### config.mk
export PLATFORM = sky130hd
export DESIGN_NAME = scan_chain_ctrl_flat
export DESIGN_NICKNAME = d
export VERILOG_FILES = /design/src/rtl/scan_ctrl_pkg.sv /design/src/rtl/scan_chain_ctrl_if.sv /design/src/rtl/scan_bit_cnt.sv /design/src/rtl/scan_chain_ctrl.sv /design/src/flat_wrapper.sv
export SDC_FILE = /design/constraint.sdc
export NUM_CORES = 1
export LEC_CHECK = 0
export ABC_AREA = 0
export BUFFER_PORTS_ARGS = -buffer_cell sky130_fd_sc_hd__buf_4
export CAP_MARGIN = 30
export CORE_MARGIN = 5
export CORE_UTILIZATION = 58
export CTS_BUF_LIST = sky130_fd_sc_hd__clkbuf_4 sky130_fd_sc_hd__clkbuf_8 sky130_fd_sc_hd__clkbuf_16
export DETAILED_ROUTE_END_ITERATION = 8
export GPL_TIMING_DRIVEN = 1
export PLACE_DENSITY = 0.88
export SYNTH_ARGS = -nofsm -noshare
export SYNTH_HDL_FRONTEND = slang
export SYNTH_SLANG_ARGS = --single-unit
### constraint.sdc
create_clock -name CLK -period 4.8 [get_ports CLK]
set_input_delay 0.72 -clock CLK [delete_from_list [all_inputs] [get_ports CLK]]
set_output_delay 0.72 -clock CLK [all_outputs]
set_load 0.03 [all_outputs]
### src/rtl/scan_ctrl_pkg.sv
// Shared types and helpers for the scan chain controller.
//   scan_state_e : controller FSM encoding
//   cnt_width()  : width of a counter that must hold 0..chain_len
package scan_ctrl_pkg;

    typedef enum logic [2:0] {
        StIdle     = 3'd0,
        StShiftIn  = 3'd1,
        StCapture  = 3'd2,
        StShiftOut = 3'd3,
        StDone     = 3'd4
    } scan_state_e;

    function automatic int unsigned cnt_width(input int unsigned chain_len);
        return $clog2(chain_len + 1);
    endfunction

endpackage

### src/rtl/scan_chain_ctrl_if.sv
// Host-side handshake of the scan chain controller.
//   start    : request one scan test (host -> ctrl)
//   pattern  : stimulus, bit k ends up in cell k (host -> ctrl)
//   expected : expected captured value, bit k = cell k (host -> ctrl)
//   busy     : test in progress (ctrl -> host)
//   done     : one-cycle result strobe (ctrl -> host)
//   resp     : captured response (ctrl -> host)
//   err_mask : resp ^ expected (ctrl -> host)
//   pass     : err_mask == 0 (ctrl -> host)
interface scan_chain_ctrl_if #(
    parameter int unsigned CHAIN_LEN = 8
);
    logic                 start;
    logic [CHAIN_LEN-1:0] pattern;
    logic [CHAIN_LEN-1:0] expected;
    logic                 busy;
    logic                 done;
    logic [CHAIN_LEN-1:0] resp;
    logic [CHAIN_LEN-1:0] err_mask;
    logic                 pass;

    modport master (
        output start, pattern, expected,
        input  busy, done, resp, err_mask, pass
    );

    modport slave (
        input  start, pattern, expected,
        output busy, done, resp, err_mask, pass
    );
endinterface

### src/rtl/scan_bit_cnt.sv
// Loadable down-counter with zero flag; indexes chain bits while shifting.
//   clk_i, rst_ni : clock, async active-low reset
//   load_i        : load load_val_i (has priority over dec_i)
//   load_val_i    : value to load
//   dec_i         : decrement by one
//   cnt_o         : current count
//   zero_o        : cnt_o == 0
module scan_bit_cnt #(
    parameter int unsigned CNT_W = 4
) (
    input  logic             clk_i,
    input  logic             rst_ni,
    input  logic             load_i,
    input  logic [CNT_W-1:0] load_val_i,
    input  logic             dec_i,
    output logic [CNT_W-1:0] cnt_o,
    output logic             zero_o
);
    logic [CNT_W-1:0] cnt_d, cnt_q;

    always_comb begin
        cnt_d = cnt_q;
        if (load_i) begin
            cnt_d = load_val_i;
        end else if (dec_i) begin
            cnt_d = cnt_q - CNT_W'(1);
        end
    end

    always_ff @(posedge clk_i or negedge rst_ni) begin
        if (!rst_ni) begin
            cnt_q <= '0;
        end else begin
            cnt_q <= cnt_d;
        end
    end

    assign cnt_o  = cnt_q;
    assign zero_o = (cnt_q == '0);
endmodule

### src/rtl/scan_chain_ctrl.sv
// Sequencer for one serial scan chain: shift in a pattern, capture once,
// shift the response out and compare it against an expected vector.
//   CLK, RSTn : chain clock, async active-low reset
//   host      : start/pattern/expected in, busy/done/resp/err_mask/pass out
//   SE, SI    : scan enable and serial input driven into the chain
//   SO        : serial output of the last chain cell
// All outputs come straight from flops.
module scan_chain_ctrl
    import scan_ctrl_pkg::*;
#(
    parameter int unsigned CHAIN_LEN = 8
) (
    input  logic                CLK,
    input  logic                RSTn,
    scan_chain_ctrl_if.slave    host,
    output logic                SE,
    output logic                SI,
    input  logic                SO
);
    localparam int unsigned          CNT_W = cnt_width(CHAIN_LEN);
    localparam logic [CNT_W-1:0]     LastIdx = CNT_W'(CHAIN_LEN - 1);
    localparam logic [CHAIN_LEN-1:0] OneLsb  = CHAIN_LEN'(1);

    scan_state_e state_d, state_q;

    logic [CHAIN_LEN-1:0] pat_d, pat_q;
    logic [CHAIN_LEN-1:0] exp_d, exp_q;
    logic [CHAIN_LEN-1:0] cap_d, cap_q;
    logic [CHAIN_LEN-1:0] resp_d, resp_q;
    logic [CHAIN_LEN-1:0] err_d, err_q;
    logic                 pass_d, pass_q;
    logic                 se_d, se_q;
    logic                 si_d, si_q;
    logic                 busy_d, busy_q;
    logic                 done_d, done_q;

    logic                 cnt_load, cnt_dec, cnt_zero;
    logic [CNT_W-1:0]     cnt, cnt_m1;
    logic [CHAIN_LEN-1:0] pat_next_bit;
    logic [CHAIN_LEN-1:0] bit_sel;

    scan_bit_cnt #(
        .CNT_W (CNT_W)
    ) u_bit_cnt (
        .clk_i      (CLK),
        .rst_ni     (RSTn),
        .load_i     (cnt_load),
        .load_val_i (LastIdx),
        .dec_i      (cnt_dec),
        .cnt_o      (cnt),
        .zero_o     (cnt_zero)
    );

    // SI is registered, so it is set up one cycle ahead using the
    // post-decrement index.
    assign cnt_m1       = cnt - CNT_W'(1);
    assign pat_next_bit = pat_q >> cnt_m1;
    assign bit_sel      = OneLsb << cnt;

    always_comb begin
        state_d  = state_q;
        pat_d    = pat_q;
        exp_d    = exp_q;
        cap_d    = cap_q;
        resp_d   = resp_q;
        err_d    = err_q;
        pass_d   = pass_q;
        se_d     = 1'b0;
        si_d     = 1'b0;
        busy_d   = 1'b0;
        done_d   = 1'b0;
        cnt_load = 1'b0;
        cnt_dec  = 1'b0;

        unique case (state_q)
            StIdle: begin
                if (host.start) begin
                    state_d  = StShiftIn;
                    pat_d    = host.pattern;
                    exp_d    = host.expected;
                    cnt_load = 1'b1;
                    se_d     = 1'b1;
                    si_d     = host.pattern[CHAIN_LEN-1];
                    busy_d   = 1'b1;
                end
            end
            StShiftIn: begin
                busy_d = 1'b1;
                if (cnt_zero) begin
                    state_d = StCapture;
                end else begin
                    cnt_dec = 1'b1;
                    se_d    = 1'b1;
                    si_d    = pat_next_bit[0];
                end
            end
            StCapture: begin
                state_d  = StShiftOut;
                cnt_load = 1'b1;
                se_d     = 1'b1;
                busy_d   = 1'b1;
            end
            StShiftOut: begin
                cap_d = SO ? (cap_q | bit_sel) : (cap_q & ~bit_sel);
                if (cnt_zero) begin
                    state_d = StDone;
                    resp_d  = cap_d;
                    err_d   = cap_d ^ exp_q;
                    pass_d  = (err_d == '0);
                    done_d  = 1'b1;
                end else begin
                    cnt_dec = 1'b1;
                    se_d    = 1'b1;
                    busy_d  = 1'b1;
                end
            end
            StDone: begin
                // start during DONE is deliberately not looked at
                state_d = StIdle;
            end
            default: begin
                state_d = StIdle;
            end
        endcase
    end

    always_ff @(posedge CLK or negedge RSTn) begin
        if (!RSTn) begin
            state_q <= StIdle;
            pat_q   <= '0;
            exp_q   <= '0;
            cap_q   <= '0;
            resp_q  <= '0;
            err_q   <= '0;
            pass_q  <= 1'b0;
            se_q    <= 1'b0;
            si_q    <= 1'b0;
            busy_q  <= 1'b0;
            done_q  <= 1'b0;
        end else begin
            state_q <= state_d;
            pat_q   <= pat_d;
            exp_q   <= exp_d;
            cap_q   <= cap_d;
            resp_q  <= resp_d;
            err_q   <= err_d;
            pass_q  <= pass_d;
            se_q    <= se_d;
            si_q    <= si_d;
            busy_q  <= busy_d;
            done_q  <= done_d;
        end
    end

    assign SE            = se_q;
    assign SI            = si_q;
    assign host.busy     = busy_q;
    assign host.done     = done_q;
    assign host.resp     = resp_q;
    assign host.err_mask = err_q;
    assign host.pass     = pass_q;
endmodule

### src/flat_wrapper.sv
// flat-port wrapper written by rule: the top's interface ports become plain ports
module scan_chain_ctrl_flat import scan_ctrl_pkg::*;
#(
    parameter int unsigned CHAIN_LEN = 8
)
  (CLK, RSTn, SE, SI, SO, host_start, host_pattern, host_expected, host_busy, host_done, host_resp, host_err_mask, host_pass);
  scan_chain_ctrl_if #(.CHAIN_LEN(CHAIN_LEN)) host_i ();
  input  logic CLK;
  input  logic RSTn;
  output logic SE;
  output logic SI;
  input  logic SO;
  input wire logic [$bits(host_i.start)-1:0] host_start;
  input wire logic [$bits(host_i.pattern)-1:0] host_pattern;
  input wire logic [$bits(host_i.expected)-1:0] host_expected;
  output wire logic [$bits(host_i.busy)-1:0] host_busy;
  output wire logic [$bits(host_i.done)-1:0] host_done;
  output wire logic [$bits(host_i.resp)-1:0] host_resp;
  output wire logic [$bits(host_i.err_mask)-1:0] host_err_mask;
  output wire logic [$bits(host_i.pass)-1:0] host_pass;
  assign host_i.start = host_start;
  assign host_i.pattern = host_pattern;
  assign host_i.expected = host_expected;
  assign host_busy = host_i.busy;
  assign host_done = host_i.done;
  assign host_resp = host_i.resp;
  assign host_err_mask = host_i.err_mask;
  assign host_pass = host_i.pass;
  scan_chain_ctrl #(.CHAIN_LEN(CHAIN_LEN)) u_core (.CLK(CLK), .RSTn(RSTn), .host(host_i), .SE(SE), .SI(SI), .SO(SO));
endmodule
# After elaboration in Yosys (flattened, before gate mapping)
# Index checks and enable logic that the tools add are counted.
# Widths: inputs -> output; s select.
dict set report classes {
  bitwise 4
  n_eq_ne 6
  shift 2
  muxes 18
  add_sub_neg 1
  reduce_logical 9
}
# operator count
set op_table {}
lappend op_table {{$pmux 3 s4} 1}
lappend op_table {{$mux 3} 3}
lappend op_table {{$and 8x8->8} 1}
lappend op_table {{$logic_not 8->1} 1}
lappend op_table {{$mux 4} 2}
lappend op_table {{$mux 8} 1}
lappend op_table {{$not 8->8} 1}
lappend op_table {{$or 8x8->8} 1}
lappend op_table {{$shl 1x4->8 const A} 1}
lappend op_table {{$shr 8x4->1} 1}
lappend op_table {{$xor 8x8->8} 1}
lappend op_table {{$mux 1} 7}
lappend op_table {{$eq 3x2->1 const B} 2}
lappend op_table {{$pmux 1 s3} 2}
lappend op_table {{$logic_not 4->1} 1}
lappend op_table {{$ne 2x1->1 const B} 2}
lappend op_table {{$pmux 1 s2} 2}
lappend op_table {{$reduce_and 2->1} 2}
lappend op_table {{$reduce_or 2->1} 2}
lappend op_table {{$sub 4x1->4 const B} 1}
lappend op_table {{$eq 3x1->1 const B} 1}
lappend op_table {{$logic_not 3->1} 1}
lappend op_table {{$reduce_and 3->1} 1}
lappend op_table {{$ne 2x2->1 const B} 1}
lappend op_table {{$reduce_bool 2->1} 1}
dict set report word_totals {
  in_bits 20
  register_bits 52
}

# Longest topological paths before layout
dict set report depth {
  depth_word 6
  ltp_mapped 8
  mapped_depth_nobuf 7
}

# Modules after synthesis
# From an unflattened synthesis, not the netlist that was laid out.
dict set report unflattened {
  hier_cells 207
  hier_area_um2 2473.6
}
# module seq_area_each_um2 n_inst area_each_um2 cells_per_inst
set modules_own_cells {}
lappend modules_own_cells {scan_chain_ctrl 1201.2 1 2243.4 186}
lappend modules_own_cells {scan_bit_cnt 100.1 1 230.2 21}

# Worst setup path after synthesis
# No wires, ideal clock.
dict set report synth_path {
  kind {register to register}
  start {reg u_core.u_bit_cnt.cnt_q[0], in the netlist u_core.u_bit_cnt.cnt_o[0]}
  end {reg u_core.pass_q, in the netlist u_core.host.pass}
  t_required_ns 4.733
  setup_slack_ns 2.931
  arrival_time_ns 1.802
  path_buffers 0
  path_stages_with_launch 8
  path_cell_list {dfrtp_1 inv_1 ha_1 nor3b_1 mux2i_1 xnor2_1 nor4_1 a32o_1}
}
dict set report synth_between {
  elab_chain_len 6
}
# item line_no
set synth_rtl {}
lappend synth_rtl {{start, declared} scan_bit_cnt.sv:19} ;# logic [CNT_W-1:0] cnt_d, cnt_q;
lappend synth_rtl {{start signal, assigned} scan_bit_cnt.sv:34} ;# cnt_q <= cnt_d;
lappend synth_rtl {{$shl 1x4->8} scan_chain_ctrl.sv:58} ;# assign bit_sel = OneLsb << cnt;
lappend synth_rtl {{$not 8->8} scan_chain_ctrl.sv:104} ;# cap_d = SO ? (cap_q | bit_sel) : (cap_q & ~bit_sel);
lappend synth_rtl {{$and 8x8->8} scan_chain_ctrl.sv:104}
lappend synth_rtl {{$mux 8} scan_chain_ctrl.sv:104}
lappend synth_rtl {{$xor 8x8->8} scan_chain_ctrl.sv:108} ;# err_d = cap_d ^ exp_q;
lappend synth_rtl {{$logic_not 8->1} scan_chain_ctrl.sv:109} ;# pass_d = (err_d == '0);
lappend synth_rtl {{end signal, assigned} scan_chain_ctrl.sv:147} ;# pass_q <= pass_d;
lappend synth_rtl {{end, declared} scan_chain_ctrl.sv:31} ;# logic pass_d, pass_q;
# Parallel ways exist; a longest one is shown, timed or not.
# A chain may end at the register's enable or synchronous reset.

# Final worst setup path
dict set report layout_path {
  start {reg u_core.u_bit_cnt.cnt_q[0], in the netlist u_core.u_bit_cnt.cnt_o[0]}
  end {reg u_core.err_q[7], in the netlist u_core.host.err_mask[7]}
}
dict set report layout_between {
  elab_chain_len 5
}
# item line_no
set layout_rtl {}
lappend layout_rtl {{$shl 1x4->8} scan_chain_ctrl.sv:58}
lappend layout_rtl {{$not 8->8} scan_chain_ctrl.sv:104}
lappend layout_rtl {{$and 8x8->8} scan_chain_ctrl.sv:104}
lappend layout_rtl {{$mux 8} scan_chain_ctrl.sv:104}
lappend layout_rtl {{$xor 8x8->8} scan_chain_ctrl.sv:108}
lappend layout_rtl {{end signal, assigned} scan_chain_ctrl.sv:146} ;# err_q <= err_d;
lappend layout_rtl {{end, declared} scan_chain_ctrl.sv:30} ;# logic [CHAIN_LEN-1:0] err_d, err_q;
# Parallel ways exist; a longest one is shown, timed or not.

==> flow_summary.ini <==
[status]
outcome = finished, final reports clean

[floorplanning]
initial_core_util = 0.6065
ios = 41
die_area_sq_um = 5612
rows = 23
core_area_sq_um = 4029
die_w_um = 74.91
die-height_um = 74.91

[clock_tree]
clock_sinks = 52
clkSlewWorstSetupHoldPaths_ns = 0.09
htree_num_levels = 2
cts-root-buf = clkbuf_8
cts_resized = 0
ctsHoldBuffers = 0
cts_tree = yes
insertion_delay_ns = 0.30
clk_path_buf_depth = 2
postCtsSetupBuffers = 0
cts_buffers = 5

[sta]
fin_crit_ns = 2.242
timing.hold.ws_ns = 0.4376
slew_viol_final = 0
worstMarginPinSlew_ns = 0.6705
rsz0062_at_grt = false
slew_headroom = 0.5511
finalClockSkew_ns = 0.005848
setup_slack_ns = 2.558
finalSetupTns_ns = 0
setup_violations = 0
final_hold_viol_count = 0
max_freq_mhz = 446.0
timing.final.crit_share = 0.4671

[power]
ir_worst_vdd_mv = 0.4250
leakage_uw = 0.001297
power_uw = 2085
p_per_area_nw_per_um2 = 722.5

[detailed_routing]
first_pass_iters = 4
drtIter0Drc = 139
drt_wl_total_um = 4405
routedWlPerCell_um = 15.73
final_antenna_net_count = 0
via_count = 1524
drc = 0
vias_per_cell = 5.443

[final_layout]
final_core_util = 0.7161
layout_commonest_cell = dfrtp_1
drive_above_1_share = 0.3870
nFillCells = 299
nets = 254
diodes = 0
synthToLayoutAreaGrowth_pct = 18.07
layout_common_cells = dfrtp_1, buf_4, mux2_2

[job]
drv_cap = 0

[grt]
grt_busiest_layer = met2
grt.total_usage = 0.1798
use_met2 = 0.2747
grt_pass1_wl_um = 7458
met1_usage = 0.2498
first_global_vias = 1523
grtUsageMet3 = 0.04139
antenna_found_initial = 0
overflow = 0
grt_max_degree = 53

[logic_synthesis]
yosys_warnings = 0
syn_inst = 190
synth-seq-area-share = 0.5325
ys_ff_latch = 52
synth_nets = 215
synth_cell_types = 34
synth_area_per_cell_sq_um = 12.86
synth_area_sq_um = 2444

[place]
dpl_worst_slack_ns = 2.551
port_buffers = 40
dp_hpwl_um = 3241
gp_congestion = 0.7713

[setup_path]
r2r-start = u_core.u_bit_cnt.cnt_o[0]
start_kind = flop
r2r-end = u_core.host.err_mask[7]
critPathKind = reg -> reg
cp_max_fo = 18
r2r_slack_ns = 2.56
rr_worst_depth = 6
cp.required_ns = 4.99
worstSetupEndpointType = flop
crit_arrival_ns = 2.43

[min_path]
hp-class = in -> async
-- metrics by stage --
stage                     area [sq um]  cells
after global routing              2885    280
after floorplan                   2444    190
after CTS                         2885    280
after detailed placement          2759    272
final                             2885    280
after global placement            2748    271
-- logic make-up after synthesis --
logic type      count (synthesis)  share of synthesized area
flops                          52                     0.5325
simple gates                   48                     0.1208
mux                            44                     0.2074
buf+inv                        16                    0.03481
xor+xnor                       15                    0.05377
compound gates                 10                    0.02509
fa+ha+maj                       5                    0.02560
-- worst max-delay path, stage by stage (launching register included) --
cell and delay, ns:
dfrtp_1 0.48, inv_1 0.18, ha_1 0.20, nor3b_4 0.28, nand3_2 0.26, inv_2 0.35, mux2_2 0.39
-- worst max-delay path by stage --
| stage | startpoint | end | depth (start not counted) |
|---|---|---|---|
| 3_3_place_gp | host_start | u_core.exp_q[4] | 3 |
| 4_1_cts | u_core.u_bit_cnt.cnt_o[0] | u_core.host.err_mask[7] | 6 |
| 6_report | u_core.u_bit_cnt.cnt_o[0] | u_core.host.err_mask[7] | 6 |
| 3_5_place_dp | u_core.u_bit_cnt.cnt_o[0] | u_core.host.err_mask[7] | 6 |
| 5_1_grt | u_core.u_bit_cnt.cnt_o[0] | u_core.host.err_mask[7] | 6 |
| 2_1_floorplan | u_core.u_bit_cnt.cnt_o[0] | u_core.host.pass | 7 |
-- where the power goes --
group | internal, uW | switching (uW)
combinational | 463 | 481
clock | 184 | 136
sequential | 646 | 175
-- layout make-up --
cell class,instances,area [sq um],area share
repair buffers,41,311.5,0.1080
inverters,7,26.28,0.009107
flip-flops and latches,52,1301,0.4510
multi-input cells,122,1057,0.3664
clock buffers,7,96.34,0.03339
well taps,50,62.56,0.02168
clock inverters,1,30.03,0.01041
-- state kept, by name, summed over array words and instances, names as in the netlist --
name                    count
u_core.host.done            1
u_core.state_q              3
u_core.pat_q                8
u_core.SE                   1
u_core.u_bit_cnt.cnt_o      4
u_core.cap_q                8
u_core.host.busy            1
u_core.SI                   1
u_core.host.err_mask        8
u_core.exp_q                8
u_core.host.resp            8
u_core.host.pass            1
-- per-layer routing --
metal | up-vias | wire [um]
met2 | 35 | 2126
met3 | 5 | 182
met4 | 0 | 78
met1 | 756 | 2017
met5 | - | 0
li1 | 728 | -
-- synth_stat cells --
cell      number  area [sq um]
inv_1          6         22.52
o21ai_0        2         10.01
clkbuf_1       1         3.750
mux4_2         2         45.04
inv_2          1         3.750
nor2_1         9         33.78
o41ai_1        1         8.760
a21oi_1        4         20.02
o211ai_1       1         7.510
and2b_1        1         7.510
buf_4          1         7.510
xnor2_1       12         105.1
buf_2          4         20.02
nand2_1       14         52.55
nand2b_1       1         6.260
dfrtp_1       52          1301
buf_6          2         22.52
mux2_2        33         371.6
nand3b_1       6         45.04
xor2_1         3         26.28
nor4b_4        1         23.77
a32o_1         1         10.01
nand3_2        1         10.01
nand3b_2       1         11.26
o21ai_1        1         5.000
clkbuf_2       1         5.000
and2_1         1         6.260
nor4_1         2         12.51
nor3b_4        1         18.77
nor3b_1        7         52.55
ha_1           5         62.56
nand3_1        1         5.000
mux2i_1        9         90.09
nor3_1         2         10.01
Power figures use the tool's default switching activity.
